`config.mk`:
```
export PLATFORM = sky130hd
export DESIGN_NAME = seq_control_unit
export DESIGN_NICKNAME = d
export VERILOG_FILES = /design/src/rtl/ctrl_pkg.sv /design/src/rtl/instr_field_decoder.sv /design/src/rtl/seq_control_unit.sv
export SDC_FILE = /design/constraint.sdc
export NUM_CORES = 1
export LEC_CHECK = 0
export CAP_MARGIN = 25
export CELL_PAD_IN_SITES_DETAIL_PLACEMENT = 0
export CELL_PAD_IN_SITES_GLOBAL_PLACEMENT = 1
export CORE_MARGIN = 4
export CORE_UTILIZATION = 38
export DETAILED_ROUTE_END_ITERATION = 10
export GPL_TIMING_DRIVEN = 0
export PLACE_DENSITY_LB_ADDON = 0.12
export SKIP_CTS_REPAIR_TIMING = 1
export SYNTH_ARGS = -nofsm -noshare
export SYNTH_HDL_FRONTEND = slang
export SYNTH_SLANG_ARGS = --single-unit
```
`constraint.sdc`:
```
create_clock -name clk -period 4.4 [get_ports clk]
set_input_delay 0.88 -clock clk [delete_from_list [all_inputs] [get_ports clk]]
set_output_delay 0.88 -clock clk [all_outputs]
set_load 0.005 [all_outputs]
```
`src/rtl/ctrl_pkg.sv`:
```
// Shared types, default widths and opcode classification for seq_control_unit.
package ctrl_pkg;

  localparam int unsigned OP_W_DEF        = 6;
  localparam int unsigned REG_AW_DEF      = 3;
  localparam int unsigned IMM_W_DEF       = 8;
  localparam int unsigned INSTR_W_DEF     = 32;
  localparam int unsigned ALU_TIMEOUT_DEF = 64;

  typedef enum logic [5:0] {
    OP_ADD   = 6'd1,
    OP_SUB   = 6'd2,
    OP_MOV   = 6'd3,
    OP_DIV   = 6'd4,
    OP_MUL   = 6'd5,
    OP_AND   = 6'd6,
    OP_OR    = 6'd7,
    OP_LOAD  = 6'd8,
    OP_STORE = 6'd9
  } op_t;

  typedef enum logic [2:0] {
    S_IDLE,
    S_DECODE,
    S_EXEC,
    S_WAIT_ALU,
    S_MEM,
    S_WB
  } state_t;

  typedef enum logic [2:0] {
    C_ILL,
    C_ALU,
    C_MULDIV,
    C_MOV,
    C_LOAD,
    C_STORE
  } cls_t;

  // Opcodes are passed zero-extended so the helpers work for any OP_W.
  function automatic cls_t op_class(input logic [31:0] op);
    cls_t c;
    c = C_ILL;
    case (op)
      32'(OP_ADD), 32'(OP_SUB), 32'(OP_AND), 32'(OP_OR): c = C_ALU;
      32'(OP_MUL), 32'(OP_DIV):                          c = C_MULDIV;
      32'(OP_MOV):                                       c = C_MOV;
      32'(OP_LOAD):                                      c = C_LOAD;
      32'(OP_STORE):                                     c = C_STORE;
      default:                                           c = C_ILL;
    endcase
    return c;
  endfunction

  function automatic logic [31:0] alu_code(input logic [31:0] op);
    cls_t c;
    c = op_class(op);
    return (c == C_ALU || c == C_MULDIV) ? op : '0;
  endfunction

endpackage

```
`src/rtl/instr_field_decoder.sv`:
```
// Combinational split of an instruction word into its fields, MSB first,
// plus the undefined-opcode flag.
module instr_field_decoder
  import ctrl_pkg::*;
#(
  parameter int unsigned OP_W    = OP_W_DEF,
  parameter int unsigned REG_AW  = REG_AW_DEF,
  parameter int unsigned IMM_W   = IMM_W_DEF,
  parameter int unsigned INSTR_W = INSTR_W_DEF
) (
  input  logic [INSTR_W-1:0] instr_i,
  output logic [OP_W-1:0]    opcode_o,
  output logic [REG_AW-1:0]  rdestino_o,
  output logic [REG_AW-1:0]  r1_o,
  output logic [REG_AW-1:0]  r2_o,
  output logic [IMM_W-1:0]   i1_o,
  output logic [IMM_W-1:0]   i2_o,
  output logic               illegal_o
);

  localparam int unsigned FIELDS_W = OP_W + 3 * REG_AW + 2 * IMM_W;
  localparam int unsigned LSB      = INSTR_W - FIELDS_W;

  assign {opcode_o, rdestino_o, r1_o, r2_o, i1_o, i2_o} = instr_i[INSTR_W-1:LSB];
  assign illegal_o = (op_class(32'(opcode_o)) == C_ILL);

  generate
    if (LSB > 0) begin : g_pad
      logic unused_lsbs;
      assign unused_lsbs = ^instr_i[LSB-1:0];
    end
  endgenerate

endmodule

```
`src/rtl/seq_control_unit.sv`:
```
// Multicycle control unit: accepts one instruction per handshake and sequences
// decode, execute, ALU wait, memory and write-back with registered controls.
module seq_control_unit
  import ctrl_pkg::*;
#(
  parameter int unsigned OP_W        = OP_W_DEF,
  parameter int unsigned REG_AW      = REG_AW_DEF,
  parameter int unsigned IMM_W       = IMM_W_DEF,
  parameter int unsigned INSTR_W     = INSTR_W_DEF,
  parameter int unsigned ALU_TIMEOUT = ALU_TIMEOUT_DEF
) (
  input  logic               clk,
  input  logic               rst,
  input  logic               instr_valid,
  input  logic [INSTR_W-1:0] instr,
  output logic               instr_ready,
  output logic [OP_W-1:0]    alu_control,
  output logic               alu_start,
  input  logic               alu_done,
  output logic [REG_AW-1:0]  r1,
  output logic [REG_AW-1:0]  r2,
  output logic [REG_AW-1:0]  rdestino,
  output logic [IMM_W-1:0]   i1,
  output logic [IMM_W-1:0]   i2,
  output logic               rwe,
  output logic               rwe2,
  output logic               mwe,
  output logic               mre,
  input  logic               mem_ready,
  output logic               busy,
  output logic               illegal,
  output logic               timeout
);

  localparam int unsigned FIELDS_W = OP_W + 3 * REG_AW + 2 * IMM_W;
  localparam int unsigned CNT_W    = $clog2(ALU_TIMEOUT) + 1;

  state_t              state_q;
  logic [FIELDS_W-1:0] ir_q;
  logic [CNT_W-1:0]    cnt_q;
  logic [OP_W-1:0]     alu_control_q;
  logic                ready_q, busy_q, alu_start_q, illegal_q, timeout_q;
  logic                rwe_q, rwe2_q, mwe_q, mre_q;

  logic [OP_W-1:0]     dec_op;
  logic [REG_AW-1:0]   dec_rd, dec_r1, dec_r2;
  logic [IMM_W-1:0]    dec_i1, dec_i2;
  logic                dec_illegal;
  logic [OP_W-1:0]     ir_op;
  cls_t                ir_cls;

  instr_field_decoder #(
    .OP_W   (OP_W),
    .REG_AW (REG_AW),
    .IMM_W  (IMM_W),
    .INSTR_W(INSTR_W)
  ) u_dec (
    .instr_i   (instr),
    .opcode_o  (dec_op),
    .rdestino_o(dec_rd),
    .r1_o      (dec_r1),
    .r2_o      (dec_r2),
    .i1_o      (dec_i1),
    .i2_o      (dec_i2),
    .illegal_o (dec_illegal)
  );

  // Fields leave the chip straight from the instruction register, so they are
  // stable from DECODE onward and keep their value in IDLE.
  assign {ir_op, rdestino, r1, r2, i1, i2} = ir_q;
  assign ir_cls = op_class(32'(ir_op));

  always_ff @(posedge clk or posedge rst) begin
    if (rst) begin
      state_q       <= S_IDLE;
      ir_q          <= '0;
      cnt_q         <= '0;
      alu_control_q <= '0;
      ready_q       <= 1'b0;
      busy_q        <= 1'b0;
      alu_start_q   <= 1'b0;
      illegal_q     <= 1'b0;
      timeout_q     <= 1'b0;
      rwe_q         <= 1'b0;
      rwe2_q        <= 1'b0;
      mwe_q         <= 1'b0;
      mre_q         <= 1'b0;
    end else begin
      alu_start_q <= 1'b0;
      illegal_q   <= 1'b0;
      timeout_q   <= 1'b0;
      case (state_q)
        S_IDLE: begin
          ready_q <= 1'b1;
          // Start and illegal pulses are decided here so they land in the DECODE cycle.
          if (ready_q && instr_valid) begin
            ir_q          <= {dec_op, dec_rd, dec_r1, dec_r2, dec_i1, dec_i2};
            alu_control_q <= OP_W'(alu_code(32'(dec_op)));
            alu_start_q   <= (op_class(32'(dec_op)) == C_MULDIV);
            illegal_q     <= dec_illegal;
            ready_q       <= 1'b0;
            busy_q        <= 1'b1;
            state_q       <= S_DECODE;
          end
        end
        S_DECODE: begin
          case (ir_cls)
            C_ALU, C_MULDIV: state_q <= S_EXEC;
            C_MOV: begin
              rwe2_q  <= 1'b1;
              state_q <= S_WB;
            end
            C_LOAD: begin
              mre_q   <= 1'b1;
              state_q <= S_MEM;
            end
            C_STORE: begin
              mwe_q   <= 1'b1;
              state_q <= S_MEM;
            end
            default: begin
              ready_q <= 1'b1;
              busy_q  <= 1'b0;
              state_q <= S_IDLE;
            end
          endcase
        end
        S_EXEC: begin
          if (ir_cls == C_MULDIV) begin
            cnt_q   <= '0;
            state_q <= S_WAIT_ALU;
          end else begin
            rwe_q   <= 1'b1;
            state_q <= S_WB;
          end
        end
        S_WAIT_ALU: begin
          if (alu_done) begin
            rwe_q   <= 1'b1;
            state_q <= S_WB;
          end else if (cnt_q == CNT_W'(ALU_TIMEOUT - 1)) begin
            timeout_q <= 1'b1;
            ready_q   <= 1'b1;
            busy_q    <= 1'b0;
            state_q   <= S_IDLE;
          end else begin
            cnt_q <= cnt_q + CNT_W'(1);
          end
        end
        S_MEM: begin
          if (mem_ready) begin
            mre_q <= 1'b0;
            mwe_q <= 1'b0;
            if (ir_cls == C_LOAD) begin
              rwe_q   <= 1'b1;
              state_q <= S_WB;
            end else begin
              ready_q <= 1'b1;
              busy_q  <= 1'b0;
              state_q <= S_IDLE;
            end
          end
        end
        S_WB: begin
          rwe_q   <= 1'b0;
          rwe2_q  <= 1'b0;
          ready_q <= 1'b1;
          busy_q  <= 1'b0;
          state_q <= S_IDLE;
        end
        default: begin
          ready_q <= 1'b1;
          busy_q  <= 1'b0;
          state_q <= S_IDLE;
        end
      endcase
    end
  end

  assign instr_ready = ready_q;
  assign busy        = busy_q;
  assign alu_control = alu_control_q;
  assign alu_start   = alu_start_q;
  assign illegal     = illegal_q;
  assign timeout     = timeout_q;
  assign rwe         = rwe_q;
  assign rwe2        = rwe2_q;
  assign mwe         = mwe_q;
  assign mre         = mre_q;

endmodule

```
==> impl_results.md <==
- Max IR drop VDD: 213 uV
- CP max FO: 4
- Initial DRC count: 68
- First-pass GRT wire length: 10800 um
- Internal power consumption: 1.40 mW
- Ant diodes: 0
- Post-synthesis instance area: 2700 um2
- Number of synthesized register bits: 56
- Seq/Total Area, Yosys: 52.0%
- Yosys Warn Count: 0
- Top cells by area, synth: dfrtp_1 (52%), nand2_1 (15%), buf_4 (7.0%)
- Filler Cell Count: 661
- Yosys top cell by area: dfrtp_1
- Port Buf Inserts: 75
- Final HPWL DP: 4750 um
- Initial antenna violation count: 0
- WS Path Type: input pin to register
- IO Count: 77
- Die Area: 8500 um2
- Util after Layout: 53.8%
- FMAX: 0.456 GHz
- Worst Hold Class: register to register
- Yosys top cell area share: 52.0%
- Number of enable flip-flop cells after synthesis: 0
- Final hold violations: 0
- Worst-margin pin slew: 632 ps
- Post-Syn Area per Cell: 9.14 um2
- Slew HR: 57.8%
- Clock latency on the worst-skew pair: 310 ps
- Via/cell ratio: 4.73
- Count leader, synth: nand2_1
- Final worst path period share: 49.8%
- Initial core utilization: 39.5%
- Post-route ant nets: 0
- Total Routing Usage GR: 15.9%
- Vias in the first global route: 2219
- Mapped Nets: 333
- Reg clk slew, reported paths: 100 ps
- CP Data Arrival Time: 2440 ps
- P_sw: 748 uW
- CTS Sinks: 56
- Post-route DRC violation count: 0
- Pwr/cell area: 584 nW/um2
- Combinational Power Share: 48.0%
- Startpoint Class: input pin
- Cell row count: 30
- Clk buf depth: 2
- Fraction of registers with async set/reset: 100%
- GRT overflow: 0
- Die Y: 92.2 um
- Num CTS Buffers: 5
- Switch share: 34.8%
- Area delta synth->final: 36.4%
- Lkg Pwr: 1.74 nW
- Unrepaired setup endpoints after global routing: false
- Ys flop type: dfrtp_1
- H-tree depth: 2
- CTS tree: done
- Skew final: 9.83 ps
- Crit. End Element: register
- Total wire length: 6390 um
- Clock power share: 13.3%
- Wire per inst: 13.5 um
- DRT Pass-1 Iters: 4
- Max-cap violations: 0
- CTS Root Cell: clkbuf_8
- Sequential share of power: 38.7%
- Hold path depth: 2
- Post-Synthesis Cells: 295
- Pin count of the biggest net entering global routing: 30
- Fraction of layout cells with a size suffix above 1: 12.9%
- Die Width: 92.2 um
- Outcome: complete, no violations
- Gpl congestion: 0.889
- Synth cell count leaders: nand2_1 (110), dfrtp_1 (56), buf_4 (25)
- Fin Setup TNS: 0 ps
- Req. time, crit path: 4650 ps
- Synth unique cells: 47
- Final min period: 2190 ps
- Final setup violation count: 0
- Vias: 2249
- Core Area: 6830 um2
- Final net count: 416
- Slew Viols, Final: 0
- R2R cell count: 5
==> cell families (layout without fill, tap and decap cells) <==
family | after synthesis | count (layout) | share of synthesized area [%]
simple gates | 156 | 156 | 27.0
flops | 56 | 56 | 52.0
compound gates | 39 | 39 | 10.6
fa+ha+maj | 1 | 1 | 0.464
buf+inv | 42 | 126 | 9.66
xor+xnor | 1 | 1 | 0.325
==> routing by layer <==
| layer | track usage, % | routed length, um |
|---|---|---|
| met2 | 24.6 | 2900 |
| met5 | 0 | 0 |
| met3 | 4.35 | 351 |
| met4 | 6.19 | 152 |
| met1 | 21.2 | 2990 |
==> per-stage QoR <==
| step | power (mW) | std cells | hold WS (ps) | instance area (um2) | setup WS (ps) |
|---|---|---|---|---|---|
| after detailed placement | 1.89 | 467 | 463 | 3590 | 1910 |
| after global routing | 2.34 | 475 | 510 | 3670 | 2140 |
| after floorplan | 1.43 | 295 | 447 | 2700 | 2150 |
| after CTS | 2.19 | 475 | 489 | 3670 | 2210 |
| final | 2.15 | 475 | 484 | 3670 | 2210 |
| after global placement | 1.87 | 466 | 459 | 3570 | 999 |
==> state kept, by name (all words and copies together) (netlist names), 3 cells and up <==
register and flops:
alu_control 6, cnt_q 7, ir_q 31, state_q 3
==> critical path, stage by stage <==
cell and delay [ps]:
clkdlybuf4s50_1 470, and4bb_1 370, o211ai_2 140, or4b_1 500, nand2_1 80
==> cell usage in the layout (no fill, tap or decap), types with 5 or more instances in the layout <==
cell and count:
a21oi_1 6, and2_1 5, buf_2 7, buf_4 25, clkbuf_1 5, clkbuf_8 5
clkdlybuf4s50_1 75, dfrtp_1 56, nand2_1 110, nand3_1 6, nor2_1 5, o21ai_0 7
==> power groups by stage <==
stage	registers [mW]	logic [mW]	clock network, mW
after floorplan	0.814	0.613	0
after global placement	0.838	1.03	0
after detailed placement	0.843	1.04	0
after CTS	0.835	1.05	0.302
after global routing	0.860	1.16	0.321
final	0.832	1.03	0.285
==> final cells by class <==
class	instances	area, um2	share of cell area, %
timing repair buffer	76	771	21.0
sequential	56	1400	38.1
inverter	6	22.5	0.613
clock inverter	2	16.3	0.443
tap	96	120	3.27
buffer	36	238	6.47
multi-input combinational	197	1030	28.1
clock buffer	6	72.6	1.97
==> worst paths after layout <==
| check | from | endpoint | slack (ps) |
|---|---|---|---|
| min in group asynchronous | rst | cnt_q[0] | 970 |
| hold reg to reg | ir_q[2] | ir_q[2] | 480 |
| setup / recovery | alu_done | cnt_q[5] | 2210 |
| max in group asynchronous | rst | alu_control[4] | 2870 |
| hold / removal | ir_q[2] | ir_q[2] | 480 |
| setup reg to reg | state_q[0] | cnt_q[1] | 2590 |
(Power assumes the default switching activity.)
